### src/rtl/matrix_pkg.sv
// Shared types and constants for the matrix operand path. It holds the element and bus
// geometry, the loader state encoding and the element bit-offset helper.
package matrix_pkg;
  localparam int ELEM_W   = 8;
  localparam int DIM      = 5;
  localparam int MAT_W    = DIM * DIM * ELEM_W;
  localparam int SIZE_MIN = 2;
  localparam int SIZE_MAX = 5;

  typedef enum logic [1:0] {
    ST_IDLE   = 2'd0,
    ST_LOAD_A = 2'd1,
    ST_LOAD_B = 2'd2,
    ST_DONE   = 2'd3
  } ld_state_e;

  function automatic int elem_lsb(input logic [2:0] row, input logic [2:0] col);
    return (int'(row) * DIM + int'(col)) * ELEM_W;
  endfunction
endpackage

### src/rtl/matrix_index_counter.sv
// Row-major (row,col) walker over an N x N matrix. A single instance serves both load phases,
// and the owner clears it between phases.
module matrix_index_counter
  import matrix_pkg::*;
(
  input  logic       clk,
  input  logic       rst,
  input  logic       clear,
  input  logic       step,
  input  logic [2:0] size,
  output logic [2:0] row,
  output logic [2:0] col,
  output logic       last
);
  logic [2:0] row_q, row_d, col_q, col_d;
  logic [2:0] lim;

  assign lim = size - 3'd1;

  always_comb begin
    row_d = row_q;
    col_d = col_q;
    if (clear) begin
      row_d = '0;
      col_d = '0;
    end else if (step) begin
      if (col_q == lim) begin
        col_d = '0;
        row_d = row_q + 3'd1;
      end else begin
        col_d = col_q + 3'd1;
      end
    end
  end

  always_ff @(posedge clk) begin
    if (rst) begin
      row_q <= '0;
      col_q <= '0;
    end else begin
      row_q <= row_d;
      col_q <= col_d;
    end
  end

  assign row  = row_q;
  assign col  = col_q;
  assign last = (row_q == lim) && (col_q == lim);
endmodule

### src/rtl/matrix_operand_loader.sv
// Loads matrix A and then matrix B from a byte stream into packed DIMxDIM buses. It holds
// both buses stable for the combinational matrix units until the consumer acknowledges.
module matrix_operand_loader
  import matrix_pkg::*;
(
  input  logic              clk,
  input  logic              rst,
  input  logic              start,
  input  logic [2:0]        mat_size,
  input  logic [ELEM_W-1:0] in_data,
  input  logic              in_valid,
  output logic              in_ready,
  output logic [MAT_W-1:0]  matrix_A,
  output logic [MAT_W-1:0]  matrix_B,
  output logic              mats_valid,
  input  logic              mats_ack,
  output logic              busy,
  output logic              size_err
);
  ld_state_e        state_q, state_d;
  logic [2:0]       size_q, size_d;
  logic [MAT_W-1:0] mat_a_q, mat_a_d, mat_b_q, mat_b_d;
  logic             in_ready_q, in_ready_d;
  logic             mats_valid_q, mats_valid_d;
  logic             busy_q, busy_d;
  logic             size_err_q, size_err_d;
  logic             beat, clr, step;
  logic [2:0]       row, col;
  logic             last;

  assign beat = in_valid && in_ready_q;
  assign step = beat && (state_q == ST_LOAD_A || state_q == ST_LOAD_B);

  matrix_index_counter u_idx (
    .clk  (clk),
    .rst  (rst),
    .clear(clr),
    .step (step),
    .size (size_q),
    .row  (row),
    .col  (col),
    .last (last)
  );

  always_comb begin
    state_d    = state_q;
    size_d     = size_q;
    mat_a_d    = mat_a_q;
    mat_b_d    = mat_b_q;
    size_err_d = 1'b0;
    clr        = 1'b0;
    case (state_q)
      ST_IDLE: begin
        if (start) begin
          if (mat_size >= 3'(SIZE_MIN) && mat_size <= 3'(SIZE_MAX)) begin
            size_d  = mat_size;
            mat_a_d = '0;
            mat_b_d = '0;
            clr     = 1'b1;
            state_d = ST_LOAD_A;
          end else begin
            size_err_d = 1'b1;
          end
        end
      end
      ST_LOAD_A: begin
        if (beat) begin
          mat_a_d[elem_lsb(row, col) +: ELEM_W] = in_data;
          // B reuses the same walker, so restart it at (0,0).
          if (last) begin
            state_d = ST_LOAD_B;
            clr     = 1'b1;
          end
        end
      end
      ST_LOAD_B: begin
        if (beat) begin
          mat_b_d[elem_lsb(row, col) +: ELEM_W] = in_data;
          if (last) state_d = ST_DONE;
        end
      end
      ST_DONE: begin
        if (mats_ack) state_d = ST_IDLE;
      end
      default: state_d = ST_IDLE;
    endcase
    in_ready_d   = (state_d == ST_LOAD_A) || (state_d == ST_LOAD_B);
    mats_valid_d = (state_d == ST_DONE);
    busy_d       = (state_d != ST_IDLE);
  end

  always_ff @(posedge clk) begin
    if (rst) begin
      state_q      <= ST_IDLE;
      size_q       <= 3'(SIZE_MAX);
      mat_a_q      <= '0;
      mat_b_q      <= '0;
      in_ready_q   <= 1'b0;
      mats_valid_q <= 1'b0;
      busy_q       <= 1'b0;
      size_err_q   <= 1'b0;
    end else begin
      state_q      <= state_d;
      size_q       <= size_d;
      mat_a_q      <= mat_a_d;
      mat_b_q      <= mat_b_d;
      in_ready_q   <= in_ready_d;
      mats_valid_q <= mats_valid_d;
      busy_q       <= busy_d;
      size_err_q   <= size_err_d;
    end
  end

  assign in_ready   = in_ready_q;
  assign matrix_A   = mat_a_q;
  assign matrix_B   = mat_b_q;
  assign mats_valid = mats_valid_q;
  assign busy       = busy_q;
  assign size_err   = size_err_q;
endmodule

### config.mk
export PLATFORM = sky130hd
export DESIGN_NAME = matrix_operand_loader
export DESIGN_NICKNAME = d
export VERILOG_FILES = /design/src/rtl/matrix_pkg.sv /design/src/rtl/matrix_index_counter.sv /design/src/rtl/matrix_operand_loader.sv
export SDC_FILE = /design/constraint.sdc
export NUM_CORES = 1
export LEC_CHECK = 0
export ABC_AREA = 1
export CAP_MARGIN = 10
export CORE_ASPECT_RATIO = 0.75
export CORE_MARGIN = 3
export CORE_UTILIZATION = 37
export CTS_CLUSTER_SIZE = 30
export DETAILED_ROUTE_END_ITERATION = 12
export GPL_ROUTABILITY_DRIVEN = 0
export GPL_TIMING_DRIVEN = 0
export PLACE_DENSITY = 0.62
export SLEW_MARGIN = 20
export SYNTH_ARGS = -nofsm -noshare
export SYNTH_HDL_FRONTEND = slang
export SYNTH_HIERARCHICAL = 1
export SYNTH_SLANG_ARGS = --single-unit
### constraint.sdc
create_clock -name clk -period 9.4 [get_ports clk]
set_input_delay 1.88 -clock clk [delete_from_list [all_inputs] [get_ports clk]]
set_output_delay 1.88 -clock clk [all_outputs]
set_load 0.05 [all_outputs]
==> summary.txt <==
Placement
  – Pre-CTS setup slack: 4090 ps
  – Area post-placement: 0.0218 mm^2
  – Placed wire-length estimate after detailed placement: 57.7 mm
  – DP Cell Count: 3333
  – Number of port buffers: 419

Floorplanning
  – Core Rows: 66
  – Die Outline Area: 0.0480 mm^2
  – Die Wd: 252 um
  – Height of the chip: 191 um
  – Initial Util: 38.1%
  – Placeable core area: 0.0441 mm^2
  – Boundary pin count: 420

Clock tree
  – Total of cells resized after clock tree synthesis: 0
  – Cts bufs inserted: 44
  – Clock latency reported for the late side of the worst-skew pair: 550 ps
  – TritonCTS clock tree: yes
  – Post-CTS Hold Buffers: 0
  – Cell at the root of the clock tree: clkbuf_16
  – Clock Tree Buf Depth: 3
  – Count of H-tree levels built during CTS: 2
  – Clock-pin slew of the registers on the worst-case setup and hold paths: 60 ps
  – Total setup buffers inserted after CTS: 0
  – Clk sinks: 415

Global route
  – GRT Residual Overflow: 0
  – Antenna violations before repair: 0
  – Maximum number of pins on one net before global-route repair: 14
  – Overall routing resource usage: 30.3%
  – Wire length of the first global-routing pass: 109 mm
  – Number of global-route vias before repair: 17100

Job
  – Max-Cap Viols: 0

Critical path
  – Reg-to-Reg Start: u_idx/row[0]
  – Required time worst endpoint: 9810 ps
  – Worst setup path endpoint: matrix_A[102]
  – CP Launch Type: input pin
  – Launch point of the critical path: mat_size[2]
  – Worst path max stage delay: 940 ps
  – Crit. path cell count: 9
  – Crit-path max FO: 10
  – Capture instance of the worst register-to-register path: matrix_B[151]
  – Type of element capturing the critical path: flop
  – CP most frequent cell: nor2_1
  – CP Buf/Inv Count: 2
  – Worst setup path category: in2reg
  – Critical-path cell list: clkdlybuf4s50_1, xnor2_1, nor2_1, nor2_1, a211oi_2, clkbuf_1, o21ai_1, nand2_1, a21oi_1
  – Slowest library cell on the worst path: clkbuf_1
  – Path depth of the worst reg2reg path: 14
  – Crit path max-delay family: buffers and inverters
  – Critical path arrival: 5300 ps
  – Register-to-register path setup slack: 4800 ps

Power and ir drop
  – Static Leakage: 7.46 nW
  – Highest ir drop seen on vdd: 0.148 mV
  – Power density over the cells: 205 mW/mm^2

Min path
  – Type of the tightest min-delay check: reg2reg

Synth
  – Number of synthesized register bits: 415
  – Synth Area per Inst: 7.20 um^2
  – Distinct cell type count after synthesis: 44
  – Total standard cell area after synthesis: 0.0168 mm^2
  – Count of synthesis-stage warnings from yosys: 6
  – Mapped Nets: 2370
  – Share of the yosys chip area belonging to registers: 49.5%
  – Number of standard cells after synthesis: 2333

Routing
  – Routed wl met3: 7.78 mm
  – Number of detailed-route iterations in the first pass: 6
  – Met2 wire length: 32.0 mm
  – Post-Route M1 WL: 33.1 mm
  – Number of DRC markers in iteration 0: 1730
  – Top routing layer in use: met4
  – DRC viols: 0
  – Total number of vias: 18300
  – Total wirelength of the detailed-routed design: 75.9 mm
  – Detail-routed via count per cell: 5.36
  – Routed wirelength normalized by instance count: 22.3 um
  – Antenna Violating Nets Remaining: 0

Final layout
  – Final cell area excluding filler cells: 0.0233 mm^2
  – Sequential cell area in the final layout: 0.00831 mm^2
  – Multi-input gate area in the final layout: 0.00786 mm^2
  – Area growth from synthesis to layout: 38.7%
  – Post-layout nets: 2838
  – # diodes: 0
  – Non-filler cells in the finished layout: 3410
  – Total of fill cells in the finished design: 4275
  – Share of layout cells above drive strength 1: 5.37%

Timing
  – Largest clock skew in the final design: 14.1 ps
  – Share of the clock period used by the worst path: 52.0%
  – Final setup violation count: 0
  – Crit path time final: 4880 ps
  – Accumulated negative setup slack: 0 ps
  – Worst setup margin: 4520 ps
  – Top achievable clock speed: 205 MHz
  – Count of pins over their slew limit: 0
  – Hold Violations, Final: 0
  – Hold slack final: 459 ps
  – Transition time at the pin with the least slew margin: 1240 ps
  – Max_slew headroom: 16.7%
  – Setup repair after global routing missed its margin: no

Run status
  – Outcome: completed
synth_stat cells:
| master | n | area (um^2) |
|---|---|---|
| inv_2 | 9 | 33.8 |
| xor2_1 | 5 | 43.8 |
| dfxtp_1 | 415 | 8310 |
| o21bai_1 | 1 | 7.51 |
| clkinv_1 | 2 | 7.51 |
| nor2_2 | 7 | 43.8 |
| o211ai_1 | 2 | 15.0 |
| nand2_2 | 5 | 31.3 |
| nor2_1 | 198 | 743 |
| or2_2 | 1 | 6.26 |
| nor4_1 | 7 | 43.8 |
| nor2_4 | 5 | 56.3 |
| buf_1 | 9 | 33.8 |
| nor2_8 | 2 | 40.0 |
| nor3_2 | 6 | 60.1 |
| or2_4 | 1 | 8.76 |
| nand2_8 | 1 | 20.0 |
| a31oi_1 | 1 | 6.26 |
| ha_1 | 20 | 250 |
| o21a_1 | 1 | 7.51 |
| nand3b_1 | 2 | 15.0 |
| buf_2 | 11 | 55.1 |
| a21oi_1 | 404 | 2020 |
| nor3_1 | 33 | 165 |
| a21oi_4 | 1 | 16.3 |
| a211oi_2 | 2 | 25.0 |
| nand3_4 | 1 | 17.5 |
| nand3_2 | 1 | 10.0 |
| nand4_1 | 5 | 31.3 |
| inv_1 | 54 | 203 |
| mux2i_1 | 1 | 10.0 |
| clkbuf_1 | 95 | 357 |
| xnor2_2 | 1 | 16.3 |
| o21ai_1 | 11 | 55.1 |
| nand4_2 | 8 | 100 |
| o21ai_0 | 1 | 5.00 |
| buf_4 | 1 | 7.51 |
| nand2_1 | 913 | 3430 |
| o21ai_2 | 5 | 43.8 |
| and2_1 | 1 | 6.26 |
| nand2_4 | 1 | 11.3 |
| fa_1 | 1 | 20.0 |
| xnor2_1 | 1 | 8.76 |
| nand3_1 | 81 | 405 |
area by class of cell:
type,count,share of cell area (%)
plain buffers,116,1.96
clock buffers,67,5.62
clock inverters,10,0.779
inverters,65,1.05
multi-input cells,1737,33.7
flip-flops and latches,415,35.7
well taps,578,3.10
repair buffers,422,18.1
where the power goes:
group / leakage (nW) / internal, mW / switching, mW
sequential: 3.34 / 1.77 / 0.0108
clock: 0.727 / 1.09 / 0.724
combinational: 3.39 / 0.199 / 0.970
total: 7.46 / 3.06 / 1.70
state kept, by name, summed over array words and instances (netlist names):
register / flops
matrix_A: 200
size_q: 3
mats_valid: 1
in_ready: 1
size_err: 1
state_q: 2
matrix_B: 200
u_idx/row: 3
busy: 1
u_idx/col: 3
how the worst min path moves through the flow:
stage / to / start / cells after the start / slack [ps]
6_report: matrix_B[100] / matrix_B[100] / 2 / 460
5_1_grt: matrix_B[130] / matrix_B[130] / 2 / 470
4_1_cts: matrix_B[194] / matrix_B[194] / 2 / 460
3_5_place_dp: matrix_B[194] / matrix_B[194] / 2 / 450
3_3_place_gp: matrix_B[179] / matrix_B[179] / 2 / 450
2_1_floorplan: size_q[1] / size_q[1] / 1 / 440
per-stage QoR:
stage	utilization [%]	total power, mW
3_5_place_dp	49.4	2.96
2_1_floorplan	-	2.52
3_3_place_gp	49.2	2.93
4_1_cts	52.8	4.75
5_1_grt	52.8	4.92
6_report	52.8	4.77
cell usage in the layout (no fill, tap or decap), drive strengths merged, types with 7 or more instances in the layout:
| cell type | count |
|---|---|
| dfxtp | 415 |
| nand2 | 920 |
| nor2 | 212 |
| o21ai | 17 |
| a21oi | 405 |
| clkdlybuf4s50 | 419 |
| nor3 | 39 |
| nor4 | 7 |
| nand3 | 83 |
| inv | 63 |
| nand4 | 13 |
| ha | 20 |
| buf | 24 |
| clkbuf | 162 |
per-layer routing:
metal | track usage, % | vias to the layer above
met5 | 0 | -
met4 | 10.7 | 0
met3 | 7.98 | 175
met2 | 46.1 | 943
met1 | 41.7 | 8661
li1 | - | 8486
tightest hold or removal path, delay by kind of cell (launching register included):
| family | cells | cell delay [ps] |
|---|---|---|
| AO/OA/AOI/OAI | 1 | 50 |
| flip-flops | 1 | 310 |
| AND/OR/NAND/NOR | 1 | 60 |
logic make-up (layout without fill, tap and decap cells):
| kind of cell | count (synthesis) | after routing | synth area share [%] |
|---|---|---|---|
| and+or+nand+nor | 1279 | 1279 | 31.2 |
| AOI/OAI and AO/OA | 429 | 429 | 13.1 |
| DFF | 415 | 415 | 49.5 |
| buffers and inverters | 181 | 680 | 4.15 |
| adders and majority gates | 21 | 21 | 1.61 |
| xor gates and xnor gates | 7 | 7 | 0.410 |
| muxes | 1 | 1 | 0.0596 |
(Power assumes the default switching activity.)
